$ cat config.mk
export PLATFORM = sky130hd
export DESIGN_NAME = booth_prod_accum_flat
export DESIGN_NICKNAME = d
export VERILOG_FILES = /design/src/rtl/booth_pkg.sv /design/src/rtl/booth_prod_accum_if.sv /design/src/rtl/booth_sat_add.sv /design/src/rtl/booth_prod_accum.sv /design/src/flat_wrapper.sv
export SDC_FILE = /design/constraint.sdc
export NUM_CORES = 1
export LEC_CHECK = 0
export CORE_ASPECT_RATIO = 0.8
export CORE_UTILIZATION = 50
export CTS_BUF_LIST = sky130_fd_sc_hd__clkbuf_4 sky130_fd_sc_hd__clkbuf_8 sky130_fd_sc_hd__clkbuf_16
export CTS_CLUSTER_DIAMETER = 60
export CTS_CLUSTER_SIZE = 16
export DETAILED_ROUTE_END_ITERATION = 10
export PLACE_DENSITY = 0.75
export SYNTH_ARGS = -nofsm -noshare
export SYNTH_HDL_FRONTEND = slang
export SYNTH_SLANG_ARGS = --single-unit
export TNS_END_PERCENT = 5
$ cat constraint.sdc
create_clock -name clk -period 2.9 [get_ports clk]
set_input_delay 0.58 -clock clk [delete_from_list [all_inputs] [get_ports clk]]
set_output_delay 0.58 -clock clk [all_outputs]
set_load 0.02 [all_outputs]
$ cat src/rtl/booth_pkg.sv
// Shared types and constants for the Booth product accumulator.
// Holds the FSM state enum, default widths and saturation bounds.
package booth_pkg;

    typedef enum logic [1:0] {IDLE, ACCUM, HOLD} state_e;

    localparam int PROD_W_DEF    = 8;
    localparam int ACC_W_DEF     = 16;
    localparam int MAX_BEATS_DEF = 16;
    localparam int CNT_W_DEF     = 5;

    localparam logic [ACC_W_DEF-1:0] ACC_MAX_DEF = {1'b0, {(ACC_W_DEF-1){1'b1}}};
    localparam logic [ACC_W_DEF-1:0] ACC_MIN_DEF = {1'b1, {(ACC_W_DEF-1){1'b0}}};

    // Bit patterns of the signed extremes for a w-bit accumulator, low w bits valid.
    function automatic logic [63:0] acc_max(input int w);
        return (64'd1 << (w - 1)) - 64'd1;
    endfunction

    function automatic logic [63:0] acc_min(input int w);
        return ~acc_max(w);
    endfunction

endpackage

$ cat src/rtl/booth_prod_accum_if.sv
// Product-in / sum-out handshake bundle for booth_prod_accum.
// master drives products and accepts sums; slave is the accumulator.
interface booth_prod_accum_if
    import booth_pkg::*;
#(
    parameter int PROD_W = PROD_W_DEF,
    parameter int ACC_W  = ACC_W_DEF,
    parameter int CNT_W  = CNT_W_DEF
);
    logic              prod_valid;
    logic              prod_ready;
    logic [PROD_W-1:0] prod_data;
    logic              prod_last;
    logic              sum_valid;
    logic              sum_ready;
    logic [ACC_W-1:0]  sum_data;
    logic [CNT_W-1:0]  sum_count;
    logic              sum_ovf;
    logic              sum_forced;

    modport master (
        output prod_valid, prod_data, prod_last, sum_ready,
        input  prod_ready, sum_valid, sum_data, sum_count, sum_ovf, sum_forced
    );

    modport slave (
        input  prod_valid, prod_data, prod_last, sum_ready,
        output prod_ready, sum_valid, sum_data, sum_count, sum_ovf, sum_forced
    );
endinterface

$ cat src/rtl/booth_sat_add.sv
// Sign-extend a product, add it to the accumulator and flag signed overflow.
// With BOOTH_ACCUM_SAT_EN the result clamps to the signed extreme on overflow.
module booth_sat_add
    import booth_pkg::*;
#(
    parameter int PROD_W = PROD_W_DEF,
    parameter int ACC_W  = ACC_W_DEF
) (
    input  logic [ACC_W-1:0]  acc,
    input  logic [PROD_W-1:0] prod,
    output logic [ACC_W-1:0]  sum,
    output logic              ovf
);
    localparam logic [ACC_W-1:0] SAT_MAX = ACC_W'(acc_max(ACC_W));
    localparam logic [ACC_W-1:0] SAT_MIN = ACC_W'(acc_min(ACC_W));

    logic [ACC_W-1:0] ext;
    logic [ACC_W-1:0] raw;

    generate
        if (ACC_W > PROD_W) begin : g_ext
            assign ext = {{(ACC_W-PROD_W){prod[PROD_W-1]}}, prod};
        end else begin : g_noext
            assign ext = prod[ACC_W-1:0];
        end
    endgenerate

    assign raw = acc + ext;
    assign ovf = (acc[ACC_W-1] == ext[ACC_W-1]) && (raw[ACC_W-1] != acc[ACC_W-1]);

`ifdef BOOTH_ACCUM_SAT_EN
    // Operands share a sign on overflow, so acc's sign picks the clamp direction.
    assign sum = ovf ? (acc[ACC_W-1] ? SAT_MIN : SAT_MAX) : raw;
`else
    logic unused_sat;
    assign unused_sat = ^{SAT_MAX, SAT_MIN};
    assign sum = raw;
`endif

endmodule

$ cat src/rtl/booth_prod_accum.sv
// Packet accumulator for signed Booth products: one sum per packet, with valid/ready on both sides.
// Optional clamp-on-overflow arithmetic is enabled by defining BOOTH_ACCUM_SAT_EN.
module booth_prod_accum
    import booth_pkg::*;
#(
    parameter int PROD_W    = PROD_W_DEF,
    parameter int ACC_W     = ACC_W_DEF,
    parameter int MAX_BEATS = MAX_BEATS_DEF,
    parameter int CNT_W     = CNT_W_DEF
) (
    input  logic                clk,
    input  logic                rst_n,
    input  logic                clear,
    booth_prod_accum_if.slave   bus
);
    localparam logic [CNT_W-1:0] MAX_CNT = CNT_W'(MAX_BEATS);

    state_e           state_q, state_d;
    logic [ACC_W-1:0] acc_q, acc_d;
    logic [CNT_W-1:0] cnt_q, cnt_d;
    logic             ovf_q, ovf_d;
    logic             sum_valid_q, sum_valid_d;
    logic [ACC_W-1:0] sum_data_q, sum_data_d;
    logic [CNT_W-1:0] sum_count_q, sum_count_d;
    logic             sum_ovf_q, sum_ovf_d;
    logic             sum_forced_q, sum_forced_d;

    logic [ACC_W-1:0] nxt;
    logic             ovf_now;
    logic [CNT_W-1:0] cnt_inc;
    logic             prod_ready;
    logic             beat;
    logic             close;

    booth_sat_add #(.PROD_W(PROD_W), .ACC_W(ACC_W)) u_add (
        .acc  (acc_q),
        .prod (bus.prod_data),
        .sum  (nxt),
        .ovf  (ovf_now)
    );

    assign prod_ready = (state_q != HOLD) && !clear;
    assign beat       = bus.prod_valid && prod_ready;
    assign cnt_inc    = cnt_q + 1'b1;
    assign close      = bus.prod_last || (cnt_inc == MAX_CNT);

    always_comb begin
        state_d      = state_q;
        acc_d        = acc_q;
        cnt_d        = cnt_q;
        ovf_d        = ovf_q;
        sum_valid_d  = sum_valid_q;
        sum_data_d   = sum_data_q;
        sum_count_d  = sum_count_q;
        sum_ovf_d    = sum_ovf_q;
        sum_forced_d = sum_forced_q;
        if (clear) begin
            state_d      = IDLE;
            acc_d        = '0;
            cnt_d        = '0;
            ovf_d        = 1'b0;
            sum_valid_d  = 1'b0;
            sum_data_d   = '0;
            sum_count_d  = '0;
            sum_ovf_d    = 1'b0;
            sum_forced_d = 1'b0;
        end else begin
            case (state_q)
                // acc/cnt are zero in IDLE, so the first beat uses the same path as later ones.
                IDLE, ACCUM: begin
                    if (beat) begin
                        if (close) begin
                            sum_valid_d  = 1'b1;
                            sum_data_d   = nxt;
                            sum_count_d  = cnt_inc;
                            sum_ovf_d    = ovf_q | ovf_now;
                            sum_forced_d = !bus.prod_last;
                            acc_d        = '0;
                            cnt_d        = '0;
                            ovf_d        = 1'b0;
                            state_d      = HOLD;
                        end else begin
                            acc_d   = nxt;
                            cnt_d   = cnt_inc;
                            ovf_d   = ovf_q | ovf_now;
                            state_d = ACCUM;
                        end
                    end
                end
                HOLD: begin
                    if (bus.sum_ready) begin
                        sum_valid_d  = 1'b0;
                        sum_data_d   = '0;
                        sum_count_d  = '0;
                        sum_ovf_d    = 1'b0;
                        sum_forced_d = 1'b0;
                        state_d      = IDLE;
                    end
                end
                default: state_d = IDLE;
            endcase
        end
    end

    always_ff @(posedge clk or negedge rst_n) begin
        if (!rst_n) begin
            state_q      <= IDLE;
            acc_q        <= '0;
            cnt_q        <= '0;
            ovf_q        <= 1'b0;
            sum_valid_q  <= 1'b0;
            sum_data_q   <= '0;
            sum_count_q  <= '0;
            sum_ovf_q    <= 1'b0;
            sum_forced_q <= 1'b0;
        end else begin
            state_q      <= state_d;
            acc_q        <= acc_d;
            cnt_q        <= cnt_d;
            ovf_q        <= ovf_d;
            sum_valid_q  <= sum_valid_d;
            sum_data_q   <= sum_data_d;
            sum_count_q  <= sum_count_d;
            sum_ovf_q    <= sum_ovf_d;
            sum_forced_q <= sum_forced_d;
        end
    end

    assign bus.prod_ready = prod_ready;
    assign bus.sum_valid  = sum_valid_q;
    assign bus.sum_data   = sum_data_q;
    assign bus.sum_count  = sum_count_q;
    assign bus.sum_ovf    = sum_ovf_q;
    assign bus.sum_forced = sum_forced_q;

endmodule

$ cat src/flat_wrapper.sv
// flat-port wrapper written by rule: the top's interface ports become plain ports
module booth_prod_accum_flat import booth_pkg::*;
#(
    parameter int PROD_W    = PROD_W_DEF,
    parameter int ACC_W     = ACC_W_DEF,
    parameter int MAX_BEATS = MAX_BEATS_DEF,
    parameter int CNT_W     = CNT_W_DEF
)
  (clk, rst_n, clear, bus_prod_valid, bus_prod_data, bus_prod_last, bus_sum_ready, bus_prod_ready, bus_sum_valid, bus_sum_data, bus_sum_count, bus_sum_ovf, bus_sum_forced);
  booth_prod_accum_if #(.PROD_W(PROD_W), .ACC_W(ACC_W), .CNT_W(CNT_W)) bus_i ();
  input  logic clk;
  input  logic rst_n;
  input  logic clear;
  input wire logic [$bits(bus_i.prod_valid)-1:0] bus_prod_valid;
  input wire logic [$bits(bus_i.prod_data)-1:0] bus_prod_data;
  input wire logic [$bits(bus_i.prod_last)-1:0] bus_prod_last;
  input wire logic [$bits(bus_i.sum_ready)-1:0] bus_sum_ready;
  output wire logic [$bits(bus_i.prod_ready)-1:0] bus_prod_ready;
  output wire logic [$bits(bus_i.sum_valid)-1:0] bus_sum_valid;
  output wire logic [$bits(bus_i.sum_data)-1:0] bus_sum_data;
  output wire logic [$bits(bus_i.sum_count)-1:0] bus_sum_count;
  output wire logic [$bits(bus_i.sum_ovf)-1:0] bus_sum_ovf;
  output wire logic [$bits(bus_i.sum_forced)-1:0] bus_sum_forced;
  assign bus_i.prod_valid = bus_prod_valid;
  assign bus_i.prod_data = bus_prod_data;
  assign bus_i.prod_last = bus_prod_last;
  assign bus_i.sum_ready = bus_sum_ready;
  assign bus_prod_ready = bus_i.prod_ready;
  assign bus_sum_valid = bus_i.sum_valid;
  assign bus_sum_data = bus_i.sum_data;
  assign bus_sum_count = bus_i.sum_count;
  assign bus_sum_ovf = bus_i.sum_ovf;
  assign bus_sum_forced = bus_i.sum_forced;
  booth_prod_accum #(.PROD_W(PROD_W), .ACC_W(ACC_W), .MAX_BEATS(MAX_BEATS), .CNT_W(CNT_W)) u_core (.clk(clk), .rst_n(rst_n), .clear(clear), .bus(bus_i));
endmodule
==> results.json, run 1 <==
{
  "cts-buffers-inserted": 5,
  "wirelength_um": 5660,
  "synth_seq_area_share_pct": 45.9,
  "dr.first_iter.drc_count": 134,
  "post_cts_buffers": 0,
  "synth_compound_area_share_pct": 27.1,
  "vias_per_cell": 5.69,
  "min_path_type": "input pin to async pin",
  "synth_most_common_cell": "dfrtp_1",
  "finalCritPeriodShare_pct": 94.2,
  "synth_cell_types": 51,
  "slowest_stage": "fa_1",
  "rows": 23,
  "async_flop_share_pct": 100,
  "antenna_found_initial": 0,
  "initial_core_util_pct": 52.2,
  "grt_max_degree": 49,
  "die_w_um": 82.9,
  "gr-total-overflow": 0,
  "diodes": 0,
  "netlist.area_leader.share_pct": 45.9,
  "crit_path_max_fanout": 3,
  "synth-xor-area-share_pct": 5.69,
  "crit_required_ps": 3090,
  "maxCapViolCount": 0,
  "final_antenna_net_count": 0,
  "tritoncts": "built",
  "syn-num-nets": 264,
  "synth.largest_area_cell": "dfrtp_1",
  "fill_cells": 403,
  "peakVddDrop_v": 0.000293,
  "hold_buffers": 0,
  "syn_avg_cell_area_um2": 11.2,
  "die_h_um": 66.7,
  "dr.pass1.iters": 4,
  "max_slew_margin_pct": 60.3,
  "final_cells": 357,
  "cts_resized": 0,
  "wl_met1_um": 2910,
  "drc_errors": 0,
  "synth_commonest_cells": "dfrtp_1 (48), a22o_1 (32), ha_1 (16), nand2_1 (13), xor2_1 (11)",
  "dieArea_mm2": 0.00553,
  "end_kind": "register",
  "yosys.area_share.adder_pct": 8.42,
  "synth_area_mm2": 0.00262,
  "synth_edf_count": 0,
  "worst_slack_ps": 168,
  "hold_viol_final": 0,
  "yosys-top-cells-area": "dfrtp_1 (46%), a22o_1 (11%), ha_1 (7.7%)",
  "grt_pass1_wl_um": 9430,
  "fin_skew_ps": 12.8,
  "yosys_warnings": 0,
  "syn2layout_area_growth_pct": 26.5,
  "clock_tree.root_cell": "clkbuf_8",
  "met3_wirelength_um": 169,
  "syn_inst": 233,
  "final_max_slew_viol_count": 0,
  "htree_levels": 2,
  "num_vias": 2032,
  "dp_hpwl_um": 4070,
  "clk_pin_slew_ps": 100,
  "p_per_area_mw_per_mm2": 466,
  "drive_gt1_share_pct": 14.6,
  "core_area_mm2": 0.00501,
  "slowest_delay_ps": 420,
  "multi_input_area_mm2": 0.00136,
  "io_pins": 39,
  "grt_usage_pct": 21.8,
  "worstPathCellList": "clkdlybuf4s50_1 > ha_1 > fa_1 > a21o_1 > a21o_2 > a21oi_1 > o21bai_1 > a31oi_1 > xnor2_1 > a22o_1",
  "status": "finished clean",
  "top_layer": "met4",
  "tns_ps": 0,
  "synth_top_family_by_area": "compound AO/OA/AOI/OAI gates",
  "wl_per_cell_um": 15.9,
  "wl_met2_um": 2550,
  "insertion_delay_ps": 300,
  "regArea_mm2": 0.00120,
  "synth-simple-area-share_pct": 9.66,
  "holdWs_ps": 361,
  "muxShareOfSynthArea_pct": 0.765,
  "nets": 325,
  "cts_sinks": 48,
  "place_worst_setup_slack_ps": -159,
  "path_class": "input pin to register",
  "fmax_ghz": 0.366,
  "dp.cells": 349,
  "cp-start-kind": "input pin",
  "ctsLongestPathBuffers": 2,
  "period_needed_ps": 2730,
  "finalSetupViolations": 0,
  "grt_pass1_vias": 1947,
  "worstMarginPinSlew_ps": 596,
  "rsz0062_at_grt": "false",
  "gp_congestion": 0.902,
  "leakage_nw": 1.62,
  "ys_ff_latch": 48,
  "synth-main-ff-cell": "dfrtp_1",
  "io_buffers": 38,
  "cp.arrival_ps": 2920
}
sequential cells by signal (all words and copies together), names as in the netlist:
signal                 flops
u_core.acc_q              16
u_core.bus.sum_forced      1
u_core.cnt_q               5
u_core.bus.sum_count       5
u_core.bus.sum_valid       1
u_core.bus.sum_data       16
u_core.bus.sum_ovf         1
u_core.state_q             2
u_core.ovf_q               1
cells by family (layout without fill, tap and decap cells):
| group | count (synthesis) | after routing |
|---|---|---|
| and+or+nand+nor | 48 | 48 |
| xor gates and xnor gates | 17 | 17 |
| DFF | 48 | 48 |
| AOI/OAI and AO/OA | 90 | 90 |
| muxes | 2 | 2 |
| adders and majority gates | 17 | 17 |
| buffers and inverters | 11 | 73 |
per-layer routing:
layer,up-vias,track usage [%]
met5,-,0
met2,33,34.7
li1,1005,-
met4,0,4.74
met1,987,31.2
met3,7,4.09
per-stage QoR:
| step | power, W | utilization [%] | instance area, um2 |
|---|---|---|---|
| 2_1_floorplan | 0.000975 | - | 2620 |
| 3_3_place_gp | 0.00113 | 64.2 | 3210 |
| 5_1_grt | 0.00163 | 66.1 | 3310 |
| 4_1_cts | 0.00156 | 66.1 | 3310 |
| 6_report | 0.00154 | 66.1 | 3310 |
| 3_5_place_dp | 0.00113 | 64.2 | 3210 |
path summary, 6_finish.rpt:
kind	startpoint	endpoint	slack [ps]	depth (start not counted)
min in group clk	u_core.state_q[0]	u_core.state_q[1]	500	1
min	rst_n	u_core.bus.sum_data[2]	360	2
max in group asynchronous	rst_n	u_core.acc_q[13]	2130	2
min reg2reg	u_core.state_q[0]	u_core.state_q[1]	500	1
max reg2reg	u_core.acc_q[0]	u_core.bus.sum_data[12]	490	9
max	bus_prod_data[0]	u_core.bus.sum_data[12]	170	10
where the power goes:
group	total, W	switching [W]	internal (W)
Combinational	0.000379	0.000199	0.000180
Clock	0.000423	0.000228	0.000195
Sequential	0.000740	0.0000309	0.000710
Total	0.00154	0.000458	0.00108
layout make-up:
cell class | count | share of cell area [%]
multi-input cells | 174 | 41.0
well taps | 62 | 2.34
repair buffers | 62 | 17.2
inverters | 3 | 0.340
clock buffers | 6 | 2.49
flip-flops and latches | 48 | 36.3
clock inverters | 2 | 0.416
worst max-delay path: cells and delay by family:
family	cells	cell delay, ps
AO/OA/AOI/OAI	6	1170
XOR/XNOR	1	110
adder cells (fa/ha/maj)	2	660
buffers and inverters	1	410
placed cells by master, fill, tap and decap left out, types with 7 or more instances in the layout:
| master | netlist | final |
|---|---|---|
| a21o_1 | 9 | 9 |
| a21oi_1 | 10 | 10 |
| a22o_1 | 32 | 32 |
| buf_4 | 2 | 23 |
| clkdlybuf4s50_1 | 0 | 37 |
| dfrtp_1 | 48 | 48 |
| ha_1 | 16 | 16 |
| nand2_1 | 13 | 13 |
| nor2_1 | 7 | 7 |
| o21ai_0 | 10 | 10 |
| xor2_1 | 11 | 11 |
Note: power is estimated with default switching activity, not from simulation.
==> run 2: changes to the inputs <==
Settings changed: CORE_MARGIN from default to 5.
==> run 2 against run 1 <==
Net effect:
- via count increased by 4.4%
- worst hold slack got worse by 200 ps
- sequential power about the same
- sequential share of layout area decreased by 1.3 points
- worst setup slack got worse by 11 ps
- critical endpoint unchanged
==> results.json, run 2 (synthesis gave the netlist of run 1 again) <==
{
  "antenna_found_initial": 0,
  "diodes": 0,
  "finalPower_w": 0.00173,
  "p_per_area_mw_per_mm2": 503,
  "dp.cells": 357,
  "p_int_w": 0.00125,
  "fmax_ghz": 0.365,
  "peakVddDrop_v": 0.000298,
  "syn2layout_area_growth_pct": 31.1,
  "vias_per_cell": 5.81,
  "drc_errors": 0,
  "rr_startpoint": "u_core.acc_q[0]",
  "dr.first_iter.drc_count": 97,
  "slowest_delay_ps": 420,
  "fin_skew_ps": 8.91,
  "die_h_um": 74.7,
  "hold_viol_final": 0,
  "final_antenna_net_count": 0,
  "cp-start-kind": "input pin",
  "rows": 23,
  "tritoncts": "built",
  "slowest_stage": "fa_1",
  "power_frac_comb_pct": 22.8,
  "drive_gt1_share_pct": 17.2,
  "core_area_mm2": 0.00504,
  "io_pins": 39,
  "die_w_um": 90.9,
  "path_class": "input pin to register",
  "grt_pass1_wl_um": 10800,
  "leakage_nw": 1.69,
  "layout_commonest_cell": "dfrtp_1",
  "ctsLongestPathBuffers": 2,
  "status": "finished clean",
  "crit_path_max_fanout": 3,
  "initial_core_util_pct": 52.0,
  "grt_usage_pct": 19.8,
  "num_vias": 2121,
  "dp_hpwl_um": 4460,
  "htree_levels": 2,
  "final_cell_mix": "dfrtp_1 (48), clkdlybuf4s50_1 (37), a22o_1 (32), buf_4 (30), ha_1 (16)",
  "rsz0062_at_grt": "false",
  "end_kind": "register",
  "insertion_delay_ps": 310,
  "io_buffers": 38,
  "p_seq_share_pct": 42.9,
  "wl_per_cell_um": 16.8,
  "switchingPower_w": 0.000479,
  "final_max_slew_viol_count": 0,
  "max_slew_margin_pct": 67.6,
  "reg2regPathDepth": 9,
  "gr-total-overflow": 0,
  "crit_required_ps": 3110,
  "gp_congestion": 0.858,
  "dieArea_mm2": 0.00679,
  "grt_pass1_vias": 2223,
  "period_needed_ps": 2740,
  "p_clk_share_pct": 34.2,
  "fin_area_mm2": 0.00343,
  "place_area_mm2": 0.00329,
  "worstPathCellList": "clkdlybuf4s50_1 > ha_1 > fa_1 > a21o_1 > a21o_2 > a21oi_1 > o21bai_1 > a31oi_1 > xnor2_1 > a22o_1",
  "hold_buffers": 0,
  "dr.pass1.iters": 4,
  "rrSetupSlack_ps": 460,
  "clock_tree.root_cell": "clkbuf_8",
  "finalSetupViolations": 0,
  "final_cells": 365,
  "wirelength_um": 6150,
  "grt_max_degree": 34,
  "worstMarginPinSlew_ps": 484,
  "maxCapViolCount": 0,
  "finalCritPeriodShare_pct": 94.6,
  "cts_sinks": 48,
  "min_path_type": "input pin to async pin",
  "cp.arrival_ps": 2950,
  "nets": 333,
  "clk_pin_slew_ps": 100,
  "reg2reg_to": "u_core.bus.sum_data[12]",
  "cts-buffers-inserted": 5,
  "switching_share_pct": 27.8
}
run 2: how the worst max path moves through the flow:
stage / from / slack (ps) / depth (start not counted) / to
after floorplan: bus_prod_data[0] / 440 / 9 / u_core.bus.sum_data[12]
after global placement: bus_prod_data[0] / -120 / 10 / u_core.bus.sum_data[12]
after detailed placement: bus_prod_data[0] / -160 / 10 / u_core.bus.sum_data[12]
after CTS: bus_prod_data[7] / 90 / 10 / u_core.bus.sum_data[15]
after global routing: bus_prod_data[0] / 10 / 10 / u_core.bus.sum_data[14]
final: bus_prod_data[0] / 160 / 10 / u_core.bus.sum_data[12]
run 2: critical path: cells and delay by family:
family | cells | cell delay, ps
fa+ha+maj | 2 | 660
compound gates | 6 | 1190
buf+inv | 1 | 410
xor+xnor | 1 | 110
run 2: power by group through the flow:
stage	sequential [W]	clock (W)	combinational, W
CTS	0.000741	0.000606	0.000396
floorplan	0.000772	0	0.000203
finish	0.000742	0.000591	0.000394
global route	0.000748	0.000626	0.000435
detailed placement	0.000753	0	0.000391
global placement	0.000752	0	0.000383
run 2: stage by stage:
stage	setup WS [ps]	hold WS [ps]	util [%]	TNS, ps
2_1_floorplan	435	284	-	0
3_3_place_gp	-121	464	65.3	-731
3_5_place_dp	-156	468	65.3	-1070
4_1_cts	94.3	175	68.0	0
5_1_grt	13.0	185	68.1	0
6_report	157	164	68.1	0
run 2: what timing repair did:
item / 4_1_cts / 5_1_grt
endpoints found under the setup margin: 0 / 1
endpoints found under the hold margin: 0 / 0
setup buffers: 0 / 0
resized for setup: 0 / 1
run 2: metal layers:
layer	up-vias	part of all wire [%]	routed length [um]	GRT usage, %
met4	0	2.2	134	6.68
met5	-	0	0	0
met2	56	44	2730	31.7
met3	12	6.0	368	3.90
li1	1022	-	-	-
met1	1031	47	2910	27.5
run 2: layout make-up:
cell class	instances	area (um2)
clock inverter	3	68.8
tap	62	77.6
inverter	3	11.3
timing repair buffer	70	641
fill	380	1610
sequential	48	1200
multi-input combinational	174	1360
clock buffer	5	68.8
